`config.mk`:
```
export PLATFORM = sky130hd
export DESIGN_NAME = seq_det_param_flat
export DESIGN_NICKNAME = d
export VERILOG_FILES = /design/src/rtl/seq_det_param_if.sv /design/src/rtl/seq_det_param.sv /design/src/flat_wrapper.sv
export SDC_FILE = /design/constraint.sdc
export NUM_CORES = 1
export LEC_CHECK = 0
export BUFFER_PORTS_ARGS = -buffer_cell sky130_fd_sc_hd__buf_2
export CAP_MARGIN = 20
export CORE_MARGIN = 2
export CORE_UTILIZATION = 49
export CTS_BUF_LIST = sky130_fd_sc_hd__clkbuf_8 sky130_fd_sc_hd__clkbuf_16
export CTS_CLUSTER_DIAMETER = 200
export DETAILED_ROUTE_END_ITERATION = 12
export PLACE_DENSITY = 0.75
export SLEW_MARGIN = 20
export SYNTH_ARGS = -nofsm -noshare
export SYNTH_HDL_FRONTEND = slang
export SYNTH_SLANG_ARGS = --single-unit
```
`constraint.sdc`:
```
create_clock -name clk -period 1.7 [get_ports clk]
set_input_delay 0.17 -clock clk [delete_from_list [all_inputs] [get_ports clk]]
set_output_delay 0.17 -clock clk [all_outputs]
set_load 0.05 [all_outputs]
```
`src/rtl/seq_det_param_if.sv`:
```
// Bundles the serial stream, configuration and result signals of seq_det_param.
// The master side drives the stream and configuration. The slave side is the detector.
interface seq_det_param_if #(
  parameter int unsigned PAT_LEN = 6,
  parameter int unsigned CNT_W   = 8
);
  logic               din_vld;
  logic               din;
  logic               cfg_we;
  logic [PAT_LEN-1:0] cfg_pat;
  logic [PAT_LEN-1:0] cfg_mask;
  logic               cfg_ovl;
  logic               cnt_clr;
  logic               result;
  logic [CNT_W-1:0]   match_cnt;

  modport master (
    output din_vld, din, cfg_we, cfg_pat, cfg_mask, cfg_ovl, cnt_clr,
    input  result, match_cnt
  );

  modport slave (
    input  din_vld, din, cfg_we, cfg_pat, cfg_mask, cfg_ovl, cnt_clr,
    output result, match_cnt
  );
endinterface

```
`src/rtl/seq_det_param.sv`:
```
// Serial pattern detector with a programmable pattern and don't-care mask.
// Supports overlap and non-overlap modes, and keeps a saturating match counter.
module seq_det_param #(
  parameter int unsigned        PAT_LEN  = 6,
  parameter int unsigned        CNT_W    = 8,
  parameter logic [PAT_LEN-1:0] RST_PAT  = 6'b101100,
  parameter logic [PAT_LEN-1:0] RST_MASK = '1
) (
  input  logic          clk,
  input  logic          rst_n,
  seq_det_param_if.slave bus
);

  localparam int unsigned        FW       = $clog2(PAT_LEN + 1);
  localparam logic [FW-1:0]      FILL_MAX = FW'(PAT_LEN);
  localparam logic [FW-1:0]      FILL_HIT = FW'(PAT_LEN - 1);

  logic [PAT_LEN-1:0] hist;
  logic [PAT_LEN-1:0] pat;
  logic [PAT_LEN-1:0] mask;
  logic               ovl;
  logic [FW-1:0]      fill;
  logic               result_q;
  logic [CNT_W-1:0]   cnt_q;

  logic [PAT_LEN-1:0] hn;
  logic               hit;

  // hit is gated by din_vld so that an X on din during gaps cannot reach state
  always_comb begin
    hn  = {hist[PAT_LEN-2:0], bus.din};
    hit = bus.din_vld && !bus.cfg_we && (fill >= FILL_HIT) &&
          (((hn ^ pat) & mask) == '0);
  end

  always_ff @(posedge clk or negedge rst_n) begin
    if (!rst_n) begin
      hist     <= '0;
      pat      <= RST_PAT;
      mask     <= RST_MASK;
      ovl      <= 1'b1;
      fill     <= '0;
      result_q <= 1'b0;
      cnt_q    <= '0;
    end else begin
      if (bus.cfg_we) begin
        pat      <= bus.cfg_pat;
        mask     <= bus.cfg_mask;
        ovl      <= bus.cfg_ovl;
        fill     <= '0;
        result_q <= 1'b0;
      end else if (bus.din_vld) begin
        hist     <= hn;
        result_q <= hit;
        if (hit && !ovl)
          fill <= '0;
        else if (fill != FILL_MAX)
          fill <= fill + FW'(1);
      end else begin
        result_q <= 1'b0;
      end

      // The clear wins over the old count, but a hit on the same edge is still counted.
      if (bus.cnt_clr)
        cnt_q <= hit ? CNT_W'(1) : '0;
      else if (hit && (cnt_q != '1))
        cnt_q <= cnt_q + CNT_W'(1);
    end
  end

  assign bus.result    = result_q;
  assign bus.match_cnt = cnt_q;

endmodule

```
`src/flat_wrapper.sv`:
```
// flat-port wrapper written by rule: the top's interface ports become plain ports
module seq_det_param_flat 
#(
  parameter int unsigned        PAT_LEN  = 6,
  parameter int unsigned        CNT_W    = 8,
  parameter logic [PAT_LEN-1:0] RST_PAT  = 6'b101100,
  parameter logic [PAT_LEN-1:0] RST_MASK = '1
)
  (clk, rst_n, bus_din_vld, bus_din, bus_cfg_we, bus_cfg_pat, bus_cfg_mask, bus_cfg_ovl, bus_cnt_clr, bus_result, bus_match_cnt);
  seq_det_param_if #(.PAT_LEN(PAT_LEN), .CNT_W(CNT_W)) bus_i ();
  input  logic clk;
  input  logic rst_n;
  input wire logic [$bits(bus_i.din_vld)-1:0] bus_din_vld;
  input wire logic [$bits(bus_i.din)-1:0] bus_din;
  input wire logic [$bits(bus_i.cfg_we)-1:0] bus_cfg_we;
  input wire logic [$bits(bus_i.cfg_pat)-1:0] bus_cfg_pat;
  input wire logic [$bits(bus_i.cfg_mask)-1:0] bus_cfg_mask;
  input wire logic [$bits(bus_i.cfg_ovl)-1:0] bus_cfg_ovl;
  input wire logic [$bits(bus_i.cnt_clr)-1:0] bus_cnt_clr;
  output wire logic [$bits(bus_i.result)-1:0] bus_result;
  output wire logic [$bits(bus_i.match_cnt)-1:0] bus_match_cnt;
  assign bus_i.din_vld = bus_din_vld;
  assign bus_i.din = bus_din;
  assign bus_i.cfg_we = bus_cfg_we;
  assign bus_i.cfg_pat = bus_cfg_pat;
  assign bus_i.cfg_mask = bus_cfg_mask;
  assign bus_i.cfg_ovl = bus_cfg_ovl;
  assign bus_i.cnt_clr = bus_cnt_clr;
  assign bus_result = bus_i.result;
  assign bus_match_cnt = bus_i.match_cnt;
  seq_det_param #(.PAT_LEN(PAT_LEN), .CNT_W(CNT_W), .RST_PAT(RST_PAT), .RST_MASK(RST_MASK)) u_core (.clk(clk), .rst_n(rst_n), .bus(bus_i));
endmodule
```
-- Word level (Yosys, flattened, before mapping)
Index checks and enable logic that the tools add are counted.
- $add $sub $neg: 2
- order comparisons: 1
- equality and inequality tests: 2
- mux-type cells: 9
- bitwise gates (word level): 3
- reduce and logical (&&, ||, !) cells: 13
- operators by type and width (kind ; count):
    $mux 8 ; 2
    $mux 3 ; 4
    $add 8x1->8 const B ; 1
    $ne 8x8->1 const B ; 1
    $and 6x6->6 ; 1
    $logic_not 6->1 ; 1
    $xor 6x6->6 ; 1
    $logic_and 1x1->1 ; 5
    $reduce_and 2->1 ; 2
    $reduce_bool 2->1 ; 2
    $add 3x1->3 const B ; 1
    $ge 3x3->1 const B ; 1
    $mux 1 ; 3
    $ne 3x3->1 const B ; 1
    $reduce_bool 3->1 ; 1
    $logic_not 1->1 ; 2
    $not 1->1 ; 1
- register bits: 30
- bits of input ports: 19
- output and inout bits: 9
- word-level logic and storage cells: 37

-- Depth between registers and ports, before layout
- depth in word-level cells: 8
- gate-level depth with buffers: 9
- gate-level depth less buffers: 8

-- Worst setup path before layout
OpenSTA, ideal clock, no wires.
- kind: flip-flop to flip-flop
- start: register u_core.cnt_q[0] (netlist: u_core.bus.match_cnt[0])
- end: register u_core.cnt_q[5] (netlist: u_core.bus.match_cnt[5])
- library setup time: 0.125 ns
- arrival: 1.801 ns
- required time: 1.575 ns
- path slack: -0.226 ns
- cell stages (with the launch flop): 7
- period minus slack after synthesis: 1.926 ns
- cells stage by stage: dfrtp_1 > ha_1 > nand3_1 > nor2_1 > clkbuf_1 > nor4_1 > mux2_2
- longest elaborated chain between the ends: 3
- elaborated cells on any way between the ends: 6
- classes of those cells: 1 x add/sub; 1 x eq/ne; 2 x mux; 2 x reduce/logical
- RTL lines (element ; RTL line ; text):
    start: declaration ; seq_det_param.sv:24 ; logic [CNT_W-1:0] cnt_q;
    start signal: assignment ; seq_det_param.sv:65 ; cnt_q <= hit ? CNT_W'(1) : '0;
    start signal: assignment ; seq_det_param.sv:67 ; cnt_q <= cnt_q + CNT_W'(1);
    $add 8x1->8 or $ne 8x8->1 (tied branches) ; seq_det_param.sv:67, seq_det_param.sv:66 ;
    $mux 8 or $logic_and 1x1->1 (tied branches) ; seq_det_param.sv:66 ; else if (hit && (cnt_q != '1))
    $mux 8 or $reduce_bool 2->1 (tied branches) ; - ;
Parallel ways exist; a longest one is shown, timed or not. The select of a mux whose other input is x is not followed.
A chain may end at the register's enable or synchronous reset.

-- Worst setup path after layout
- start: register u_core.pat[5]
- end: register u_core.cnt_q[3] (netlist: u_core.bus.match_cnt[3])
- longest elaborated chain between the ends: 6
- RTL lines (element ; RTL line ; text):
    start: declaration ; seq_det_param.sv:19 ; logic [PAT_LEN-1:0] pat;
    start signal: assignment ; seq_det_param.sv:47 ; pat <= bus.cfg_pat;
    $xor 6x6->6 ; seq_det_param.sv:33 ; (((hn ^ pat) & mask) == '0);
    $and 6x6->6 ; seq_det_param.sv:33 ;
    $logic_not 6->1 ; seq_det_param.sv:33 ;
    $logic_and 1x1->1 ; seq_det_param.sv:32 ; hit = bus.din_vld && !bus.cfg_we && (fill >= FILL_HIT) &&
    $logic_and 1x1->1 ; seq_det_param.sv:66 ;
    $reduce_bool 2->1 (no source line) ; - ;
Every way passes these cells.

==> results.json <==
{
  "dp_slack_ps": -217,
  "yosys-top-cells-count": "dfrtp_1 (20), mux2_2 (19), dfstp_2 (10)",
  "finalCritPeriodShare_pct": 110,
  "num_rows": 19,
  "synth_compound_area_share_pct": 8.66,
  "crit_slowest_cell": "dfstp_2",
  "worst_ep_required_time_ps": 1910,
  "worst-r2r-setup-slack_ps": -160,
  "worstPathMaxFanout": 8,
  "worstHoldPathCells": 2,
  "dp_cells": 190,
  "wl_per_cell_um": 14.8,
  "tightest_slew_ps": 665,
  "synth_top_flop_cell": "dfrtp_1",
  "cp-end-kind": "flip-flop",
  "whs_ps": 124,
  "post-synth-top-count-cell": "dfrtp_1",
  "yosys_warnings": 0,
  "syn_inst": 125,
  "max_slew_margin_pct": 55.7,
  "setup_viol": 7,
  "worst-setup-path-type": "reg -> reg",
  "synthAdderAreaFrac_pct": 3.40,
  "die_h_um": 58.8,
  "synth_seq_cells": 30,
  "rsz0062_at_grt": "true",
  "synthXorXnorAreaFrac_pct": 3.57,
  "grt-ovfl-total": 0,
  "synth_top_area_share_pct": 34.0,
  "leakage_nw": 0.845,
  "skew_ps": 4.07,
  "period_needed_ps": 1860,
  "fmax_mhz": 537,
  "syn_nets": 148,
  "numPortBuffers": 27,
  "final_cells": 201,
  "hpwl_um": 2080,
  "nets": 192,
  "first_pass_iters": 8,
  "area.growth.synth_to_final_pct": 32.7,
  "clkSlewWorstSetupHoldPaths_ps": 60,
  "synthMuxAreaShare_pct": 14.5,
  "failed_checks": "DRC, setup timing",
  "slowest_delay_ps": 540,
  "status": "finished with violations",
  "max_cap_viol_count": 0,
  "tritoncts": "yes",
  "die_w_um": 58.8,
  "worst_hold_path.endpoint": "u_core.pat[1]",
  "num_vias": 1140,
  "setup_ws_ps": -164,
  "syn-cell-area_mm2": 0.00147,
  "drt-initial-drc-count": 50,
  "crit_chain": "xor2_1 > a222oi_1 > nand4_1 > buf_6 > or4_4 > a21oi_2",
  "ys_seq_area_share_pct": 51.8,
  "cts.sinks": 30,
  "cp_num_buf_inv": 1,
  "cts-root-buf": "clkbuf_8",
  "insertion_delay_ps": 280,
  "cpLargestDelayFamily": "simple AND/OR/NAND/NOR gates",
  "synthArstFlopShare_pct": 100,
  "fillers": 213,
  "min_from": "bus_cfg_pat[1]",
  "r2r_cells": 6,
  "num_antenna_cells": 0,
  "syn_avg_cell_area_um2": 11.8,
  "place_congestion": 0.818,
  "ant_nets": 0,
  "hold_viol_final": 0,
  "timing.rr.start": "u_core.pat[5]",
  "synth_top_area_cell": "dfrtp_1",
  "first_global_vias": 1137,
  "drc_errors": 2,
  "cts_max_level": 2,
  "finalMaxSlewViolations": 0,
  "worst_ir_drop_vdd_mv": 0.680,
  "cts.path.max_buffers": 2,
  "post_synth_num_cell_types": 32,
  "antenna_found_initial": 0,
  "synth_top_family_by_area": "multiplexers",
  "startpoint_type": "flip-flop",
  "grt_use_total_pct": 19.5,
  "power_density_mw_per_mm2": 913,
  "arrival_ps": 2070,
  "hp-class": "in -> reg",
  "synth_area_leaders": "dfrtp_1 (34%), dfstp_2 (18%), mux2_2 (15%)",
  "synth_edf_count": 0,
  "dieArea_mm2": 0.00346,
  "finalWirelength_um": 2980,
  "yosys.area_share.simple_pct": 14.2,
  "numCtsBuffers": 5,
  "r2r-end": "u_core.bus.match_cnt[3]",
  "vias_per_cell": 5.67,
  "pin_count": 28,
  "drive_gt1_share_pct": 57.6,
  "core_mm2": 0.00281,
  "initial_core_util_pct": 52.5,
  "grt_max_degree": 31,
  "grt_pass1_wl_um": 5000
}
-- kinds of logic after synthesis --
group / after synthesis
AO/OA/AOI/OAI: 20
XOR/XNOR: 6
adder cells (fa/ha/maj): 4
buffers and inverters: 11
flip-flops: 30
multiplexers: 19
AND/OR/NAND/NOR: 35
-- per-layer routing --
layer | global-route usage [%] | vias to the layer above | wire [um]
met2 | 31.4 | 30 | 1470
met3 | 4.84 | 7 | 133
met1 | 24.6 | 560 | 1320
li1 | - | 543 | -
met4 | 9.42 | 0 | 49
met5 | 0 | - | 0
-- power breakdown --
part / switching [W] / internal [W] / total (W) / leakage [nW]
logic: 0.000102 / 0.000146 / 0.000248 / 0.424
clock network: 0.000250 / 0.000426 / 0.000675 / 0.0607
registers: 0.0000538 / 0.000808 / 0.000862 / 0.361
total: 0.000405 / 0.00138 / 0.00179 / 0.845
-- flip-flops by register name, indices dropped and copies added (netlist names) --
signal                cells
u_core.pat                6
u_core.ovl                1
u_core.fill               3
u_core.hist               5
u_core.mask               6
u_core.bus.result         1
u_core.bus.match_cnt      8
-- area by class of cell --
| cell class | count | area (um2) | share of cell area, % |
|---|---|---|---|
| Multi-Input combinational cell | 84 | 763 | 39.0 |
| Timing Repair Buffer | 43 | 262 | 13.4 |
| Clock buffer | 5 | 68.8 | 3.52 |
| Sequential cell | 30 | 767 | 39.2 |
| Tap cell | 31 | 38.8 | 1.98 |
| Inverter | 5 | 18.8 | 0.960 |
| Clock inverter | 3 | 37.5 | 1.92 |
-- worst max-delay path by stage --
stage          depth (start not counted)                      end          start
2_1_floorplan                          5  u_core.bus.match_cnt[5]  u_core.pat[5]
3_3_place_gp                           6  u_core.bus.match_cnt[5]  u_core.pat[0]
3_5_place_dp                           6  u_core.bus.match_cnt[5]  u_core.pat[0]
4_1_cts                                6  u_core.bus.match_cnt[3]  u_core.pat[5]
5_1_grt                                6  u_core.bus.match_cnt[3]  u_core.pat[5]
6_report                               6  u_core.bus.match_cnt[3]  u_core.pat[5]
-- layout by cell type, fill, tap and decap left out, drive strengths merged, types with 2 or more instances in the layout --
cell type / n
or4: 3
nand3: 6
xor2: 6
o21ai: 4
nor2b: 2
clkbuf: 5
nand2: 3
dfstp: 10
nor2: 7
nand4: 3
inv: 7
mux2: 19
a21oi: 7
ha: 4
o31ai: 3
nand3b: 2
buf: 42
dfrtp: 20
nor4: 4
-- worst reg2reg max path: stages, from the launching register on --
cell      delay [ps]
dfstp_2          540
xor2_1            60
a222oi_1         290
nand4_1          150
buf_6            160
or4_4            480
a21oi_2          120
-- metrics by stage --
stage | instance area, um2 | total power [W] | TNS, ps | util, %
after floorplan | 1490 | 0.00101 | -161 | -
after global placement | 1720 | 0.00110 | -723 | 61.4
after detailed placement | 1720 | 0.00111 | -809 | 61.4
after CTS | 1890 | 0.00180 | -577 | 67.5
after global routing | 1960 | 0.00186 | -1330 | 69.7
final | 1960 | 0.00179 | -722 | 69.7
-- repair_timing --
action / CTS / global route
endpoints found under the setup margin: 9 / 11
hold buffers: 1 / 0
endpoints found under the hold margin: 20 / 0
resized for setup: 10 / 12
pin swaps: 7 / 8
buffers inserted: 1 / 1
Power figures use the tool's default switching activity.
